### src/rtl/fsm5_pkg.sv
// Shared encodings for the mod-5 event counter arbiter: arbiter states,
// counter states and small helpers used by the top, the core and the interface.
package fsm5_pkg;
  localparam int NUM_REQ = 4;

  typedef enum logic [1:0] {IDLE = 2'd0, RUN = 2'd1, REL = 2'd2} arb_state_e;

  typedef enum logic [2:0] {
    S0 = 3'b000, S1 = 3'b001, S2 = 3'b010, S3 = 3'b011, S4 = 3'b100
  } cnt_state_e;

  function automatic cnt_state_e cnt_next(cnt_state_e s);
    case (s)
      S0:      return S1;
      S1:      return S2;
      S2:      return S3;
      S3:      return S4;
      default: return S0;
    endcase
  endfunction

  function automatic logic [NUM_REQ-1:0] onehot(logic [1:0] idx);
    return NUM_REQ'(1) << idx;
  endfunction
endpackage

### src/rtl/fsm5_arbiter_if.sv
// Requester-side bus of the arbiter: request/event inputs and grant/counter status.
interface fsm5_arbiter_if;
  logic [fsm5_pkg::NUM_REQ-1:0] req;
  logic [fsm5_pkg::NUM_REQ-1:0] in_bus;
  logic [fsm5_pkg::NUM_REQ-1:0] gnt;
  logic [1:0]                   owner;
  logic                         busy;
  logic [2:0]                   cnt;
  logic                         match;

  modport master (output req, in_bus, input gnt, owner, busy, cnt, match);
  modport slave  (input req, in_bus, output gnt, owner, busy, cnt, match);
endinterface

### src/rtl/fsm5_core.sv
// Mod-5 event counter; match flags one cycle after S4 is observed while enabled.
module fsm5_core
  import fsm5_pkg::*;
(
  input  logic       CLK,
  input  logic       RST_N,
  input  logic       clr,
  input  logic       en,
  input  logic       ev,
  output cnt_state_e cnt,
  output logic       match
);
  cnt_state_e cnt_nxt;
  logic       match_nxt;

  always_ff @(posedge CLK or negedge RST_N) begin
    if (!RST_N) begin
      cnt   <= S0;
      match <= 1'b0;
    end else begin
      cnt   <= cnt_nxt;
      match <= match_nxt;
    end
  end

  // clr wins over ev so a session ending on an event never wraps the count
  always_comb begin
    cnt_nxt   = cnt;
    match_nxt = 1'b0;
    if (clr) begin
      cnt_nxt = S0;
    end else if (en) begin
      match_nxt = (cnt == S4);
      if (ev) cnt_nxt = cnt_next(cnt);
    end
  end
endmodule

### src/rtl/fsm5_arbiter.sv
// Round-robin owner of the shared mod-5 counter with hold-time preemption
// and a one-cycle release state between sessions.
module fsm5_arbiter
  import fsm5_pkg::*;
#(
  parameter int MAX_HOLD = 64
) (
  input logic          CLK,
  input logic          RST_N,
  fsm5_arbiter_if.slave bus
);
  localparam logic [7:0] HOLD_MAX = 8'(MAX_HOLD - 1);

  arb_state_e         state, state_nxt;
  logic [1:0]         owner_r, owner_nxt, ptr_r, ptr_nxt, sel, scan_idx;
  logic [7:0]         hold_r, hold_nxt;
  logic [NUM_REQ-1:0] gnt_r, gnt_nxt;
  logic               core_clr, core_en, core_ev, release_now;
  cnt_state_e         cnt_s;

  // descending scan so the candidate closest to ptr is written last
  always_comb begin
    sel      = '0;
    scan_idx = '0;
    for (int k = NUM_REQ - 1; k >= 0; k--) begin
      scan_idx = ptr_r + 2'(k);
      if (bus.req[scan_idx]) sel = scan_idx;
    end
  end

  assign release_now = !bus.req[owner_r] ||
                       ((hold_r == HOLD_MAX) && |(bus.req & ~onehot(owner_r)));

  always_ff @(posedge CLK or negedge RST_N) begin
    if (!RST_N) begin
      state   <= IDLE;
      owner_r <= '0;
      ptr_r   <= '0;
      hold_r  <= '0;
      gnt_r   <= '0;
    end else begin
      state   <= state_nxt;
      owner_r <= owner_nxt;
      ptr_r   <= ptr_nxt;
      hold_r  <= hold_nxt;
      gnt_r   <= gnt_nxt;
    end
  end

  always_comb begin
    state_nxt = state;
    owner_nxt = owner_r;
    ptr_nxt   = ptr_r;
    hold_nxt  = hold_r;
    gnt_nxt   = gnt_r;
    core_clr  = 1'b0;
    core_en   = 1'b0;
    core_ev   = 1'b0;
    case (state)
      IDLE: begin
        core_clr = 1'b1;
        if (|bus.req) begin
          state_nxt = RUN;
          owner_nxt = sel;
          gnt_nxt   = onehot(sel);
          hold_nxt  = '0;
        end
      end
      RUN: begin
        if (release_now) begin
          state_nxt = REL;
          gnt_nxt   = '0;
          core_clr  = 1'b1;
          ptr_nxt   = owner_r + 2'd1;
        end else begin
          core_en = 1'b1;
          core_ev = bus.in_bus[owner_r];
          if (hold_r != HOLD_MAX) hold_nxt = hold_r + 8'd1;
        end
      end
      REL: begin
        state_nxt = IDLE;
        core_clr  = 1'b1;
      end
      default: begin
        state_nxt = IDLE;
        gnt_nxt   = '0;
      end
    endcase
  end

  fsm5_core u_core (
    .CLK   (CLK),
    .RST_N (RST_N),
    .clr   (core_clr),
    .en    (core_en),
    .ev    (core_ev),
    .cnt   (cnt_s),
    .match (bus.match)
  );

  assign bus.gnt   = gnt_r;
  assign bus.owner = owner_r;
  assign bus.busy  = (state == RUN);
  assign bus.cnt   = cnt_s;
endmodule

### src/flat_wrapper.sv
// flat-port wrapper written by rule: the top's interface ports become plain ports
module fsm5_arbiter_flat import fsm5_pkg::*;
#(
  parameter int MAX_HOLD = 64
)
  (CLK, RST_N, bus_req, bus_in_bus, bus_gnt, bus_owner, bus_busy, bus_cnt, bus_match);
  fsm5_arbiter_if bus_i ();
  input logic CLK;
  input logic RST_N;
  input wire logic [$bits(bus_i.req)-1:0] bus_req;
  input wire logic [$bits(bus_i.in_bus)-1:0] bus_in_bus;
  output wire logic [$bits(bus_i.gnt)-1:0] bus_gnt;
  output wire logic [$bits(bus_i.owner)-1:0] bus_owner;
  output wire logic [$bits(bus_i.busy)-1:0] bus_busy;
  output wire logic [$bits(bus_i.cnt)-1:0] bus_cnt;
  output wire logic [$bits(bus_i.match)-1:0] bus_match;
  assign bus_i.req = bus_req;
  assign bus_i.in_bus = bus_in_bus;
  assign bus_gnt = bus_i.gnt;
  assign bus_owner = bus_i.owner;
  assign bus_busy = bus_i.busy;
  assign bus_cnt = bus_i.cnt;
  assign bus_match = bus_i.match;
  fsm5_arbiter #(.MAX_HOLD(MAX_HOLD)) u_core (.CLK(CLK), .RST_N(RST_N), .bus(bus_i));
endmodule
### config.mk
export PLATFORM = sky130hd
export DESIGN_NAME = fsm5_arbiter_flat
export DESIGN_NICKNAME = d
export VERILOG_FILES = /design/src/rtl/fsm5_pkg.sv /design/src/rtl/fsm5_arbiter_if.sv /design/src/rtl/fsm5_core.sv /design/src/rtl/fsm5_arbiter.sv /design/src/flat_wrapper.sv
export SDC_FILE = /design/constraint.sdc
export NUM_CORES = 1
export LEC_CHECK = 0
export ABC_AREA = 1
export BUFFER_PORTS_ARGS = -buffer_cell sky130_fd_sc_hd__buf_4
export CORE_ASPECT_RATIO = 0.75
export CORE_UTILIZATION = 35
export DETAILED_ROUTE_END_ITERATION = 6
export GPL_TIMING_DRIVEN = 0
export PLACE_DENSITY_LB_ADDON = 0.1
export SYNTH_ARGS = -nofsm -noshare
export SYNTH_HDL_FRONTEND = slang
export SYNTH_SLANG_ARGS = --single-unit
### constraint.sdc
create_clock -name CLK -period 1.75 [get_ports CLK]
set_input_delay 0.0875 -clock CLK [delete_from_list [all_inputs] [get_ports CLK]]
set_output_delay 0.0875 -clock CLK [all_outputs]
set_load 0.01 [all_outputs]
==> impl_metrics.yaml <==
floorplanning:
  start_util_pct: 36.6
  coreArea_mm2: 0.00408
  die_x_um: 77.4
  boundaryPins: 21
  dieHeight_um: 58.5
  die_area_mm2: 0.00453
  std_cell_rows: 20
layout:
  final.fill_count: 431
  multi_input_area_um2: 823
  final_core_util_pct: 45.7
  antenna_cells: 0
  syn_to_final_growth_pct: 24.9
  register_area_um2: 553
  fin_nets: 265
  drive_gt1_share_pct: 20.9
outcome:
  status: "finished, final reports clean"
cts:
  cts.path.max_buffers: 2
  cts_made_buffers: 3
  cts_tree: "yes"
  cts.sinks: 22
  htreeDepth: 1
  clock-root-buffer: "clkbuf_8"
  clock_latency_ns: 0.27
  clk_transition_reported_paths_ns: 0.08
power:
  clkPwrFrac_pct: 12.8
  power_density_mw_per_mm2: 1570
  internal-power_mw: 1.55
  leakagePower_nw: 1.05
  p_sw_share_pct: 46.8
  p_sw_mw: 1.37
  max-vdd-ir-drop_mv: 0.658
  power_frac_seq_pct: 26.7
  p_comb_share_pct: 60.5
route:
  wl_um: 3290
  drc: 0
  via_per_inst: 4.56
  dr_total_vias: 1387
  firstDrtPassIters: 4
  drtIter0Drc: 64
  wire_per_inst_um: 10.8
  ant_nets: 0
place:
  pre_cts_ws_ns: -0.154
  portBuffers: 20
  place.detailed.hpwl_um: 2450
  routabilityCongestion: 0.775
timing:
  relSlewSlack_pct: 81.2
  fin_ws_ns: 0.155
  fin_crit_sh_pct: 91.2
  rsz0062_at_grt: "true"
  setup_viol: 0
  fin_skew_ns: 0.00336
  hold_viol: 0
  finalSetupTns_ns: 0
  max_freq_mhz: 627
  slew_viol_final: 0
  fin_crit_ns: 1.60
  tightestPinTransition_ns: 0.282
synth:
  yosys_register_bits: 22
  synth_edf_count: 0
  synth_top_area_cell: "dfrtp_1"
  ys_types: 23
  synth_warnings: 0
  synth_area_mm2: 0.00149
  synthTopCellsByArea: "dfrtp_1 37%, nand2_1 20%, nand3_1 8.7%, inv_1 6.5%, ha_1 4.2%"
  synth-async-reset-ratio_pct: 100
  ys_seq_area_share_pct: 36.9
  synth.top_cell.area_share_pct: 36.9
  ys.flop_type: "dfrtp_1"
  syn_inst: 217
  synth_area_per_cell_um2: 6.87
  yosysMostFrequentCell: "nand2_1"
  synth_nets: 232
  yosys-top-cells-count: "80 x nand2_1, 26 x inv_1, 26 x nand3_1"
setup_path:
  crit_arrival_ns: 1.81
  startpoint_type: "register"
  cp-end-kind: "register"
  required_ns: 1.96
  cp_top_family: "flip-flops"
  path_max_fanout: 7
  worstPathCellList: "inv_2, ha_1, inv_1, nand2_1, o21ai_0, inv_1, nand2_1, nand2_2, nand3_4, buf_4, inv_1, nand3b_1, nand2_1"
  crit_path_max_incr_delay_ns: 0.47
  critPathKind: "register to register"
  critical_path_buf_inv_count: 5
  crit_slowest_cell: "dfrtp_2"
global_route:
  antenna_found_initial: 0
  grt_max_degree: 23
  grt_pass1_vias: 1225
  globalRoute.totalOverflow: 0
  grt_pass1_wl_um: 5780
  track_usage_pct: 16.4
worst_hold_path:
  hold_path.class: "input port to asynchronous set/reset pin"
job:
  maxCapViolCount: 0
[logic make-up (layout without fill, tap and decap cells)]
group | count (synthesis) | after routing | share of synthesized area (%)
flops | 22 | 22 | 36.9
simple gates | 141 | 141 | 42.3
fa+ha+maj | 5 | 5 | 4.19
buf+inv | 32 | 64 | 9.06
xor+xnor | 4 | 4 | 2.35
compound gates | 13 | 13 | 5.20
[power by group through the flow]
stage / logic (mW) / clock network (mW) / registers [mW]
after floorplan: 1.12 / 0 / 0.786
after global placement: 1.54 / 0 / 0.792
after detailed placement: 1.54 / 0 / 0.790
after CTS: 1.67 / 0.386 / 0.778
after global routing: 2.02 / 0.402 / 0.803
final: 1.77 / 0.372 / 0.781
[sequential cells by signal, summed over array words and instances (netlist names)]
| register | flops |
|---|---|
| u_core.hold_r | 8 |
| u_core.bus.gnt | 4 |
| u_core.u_core.cnt | 3 |
| u_core.bus.owner | 2 |
| u_core.ptr_r | 2 |
| u_core.state | 2 |
| u_core.u_core.match | 1 |
[layout by cell type (no fill, tap or decap), types with 2 or more instances in the layout]
cell type / instances
nand2_1: 79
o21ai_2: 2
xor2_1: 4
dfrtp_1: 20
nand2_4: 3
clkbuf_8: 4
ha_1: 5
nand3_1: 26
dfrtp_2: 2
buf_4: 26
nor3_1: 2
buf_6: 2
o21ai_0: 8
nand4_1: 8
inv_2: 5
nor2_2: 2
inv_1: 24
nor2_1: 15
[final cells by class]
type	count	share of cell area, %
Sequential cell	22	29.7
Clock buffer	4	2.95
Buffer	2	1.21
Timing Repair Buffer	28	12.1
Inverter	30	6.18
Multi-Input combinational cell	163	44.2
Tap cell	55	3.69
[metal layers]
layer / track usage [%] / part of all wire (%) / wire, um / vias up
met1: 25.5 / 57 / 1860 / 603
met5: 0 / 0 / 0 / -
met2: 22.5 / 39 / 1290 / 25
li1: - / - / - / 755
met4: 3.23 / 0.70 / 23 / 0
met3: 4.19 / 3.5 / 115 / 4
[metrics by stage]
stage               cell area (um2)  hold slack (ns)  cells  power, mW
finish                         1860            0.241    304       2.92
CTS                            1810            0.253    300       2.84
floorplan                      1490           -0.208    217       1.90
detailed placement             1710          0.00342    292       2.33
global route                   1860            0.265    304       3.23
global placement               1710         -0.00294    292       2.33
[final timing paths]
kind	from	to	slack, ns	cells past startpoint
max	u_core.bus.owner[1]$_DFFE_PN0P_	u_core.hold_r[0]$_DFFE_PN0P_	0.15	13
min	RST_N	u_core.bus.gnt[0]$_DFFE_PN0P_	0.24	2
max reg2reg	u_core.bus.owner[1]$_DFFE_PN0P_	u_core.hold_r[0]$_DFFE_PN0P_	0.15	13
min reg2reg	u_core.bus.gnt[0]$_DFFE_PN0P_	u_core.bus.gnt[0]$_DFFE_PN0P_	0.48	2
max in group asynchronous	RST_N	u_core.bus.owner[1]$_DFFE_PN0P_	1.27	2
min in group CLK	bus_req[3]	u_core.bus.gnt[0]$_DFFE_PN0P_	0.34	6
[what timing repair did]
action,in CTS,in global routing
buffers inserted,3,4
hold buffers,1,0
hold endpoints to repair,22,0
endpoints found under the setup margin,17,14
gates resized for setup,4,5
pin swaps,1,1
Power figures use the tool's default switching activity.
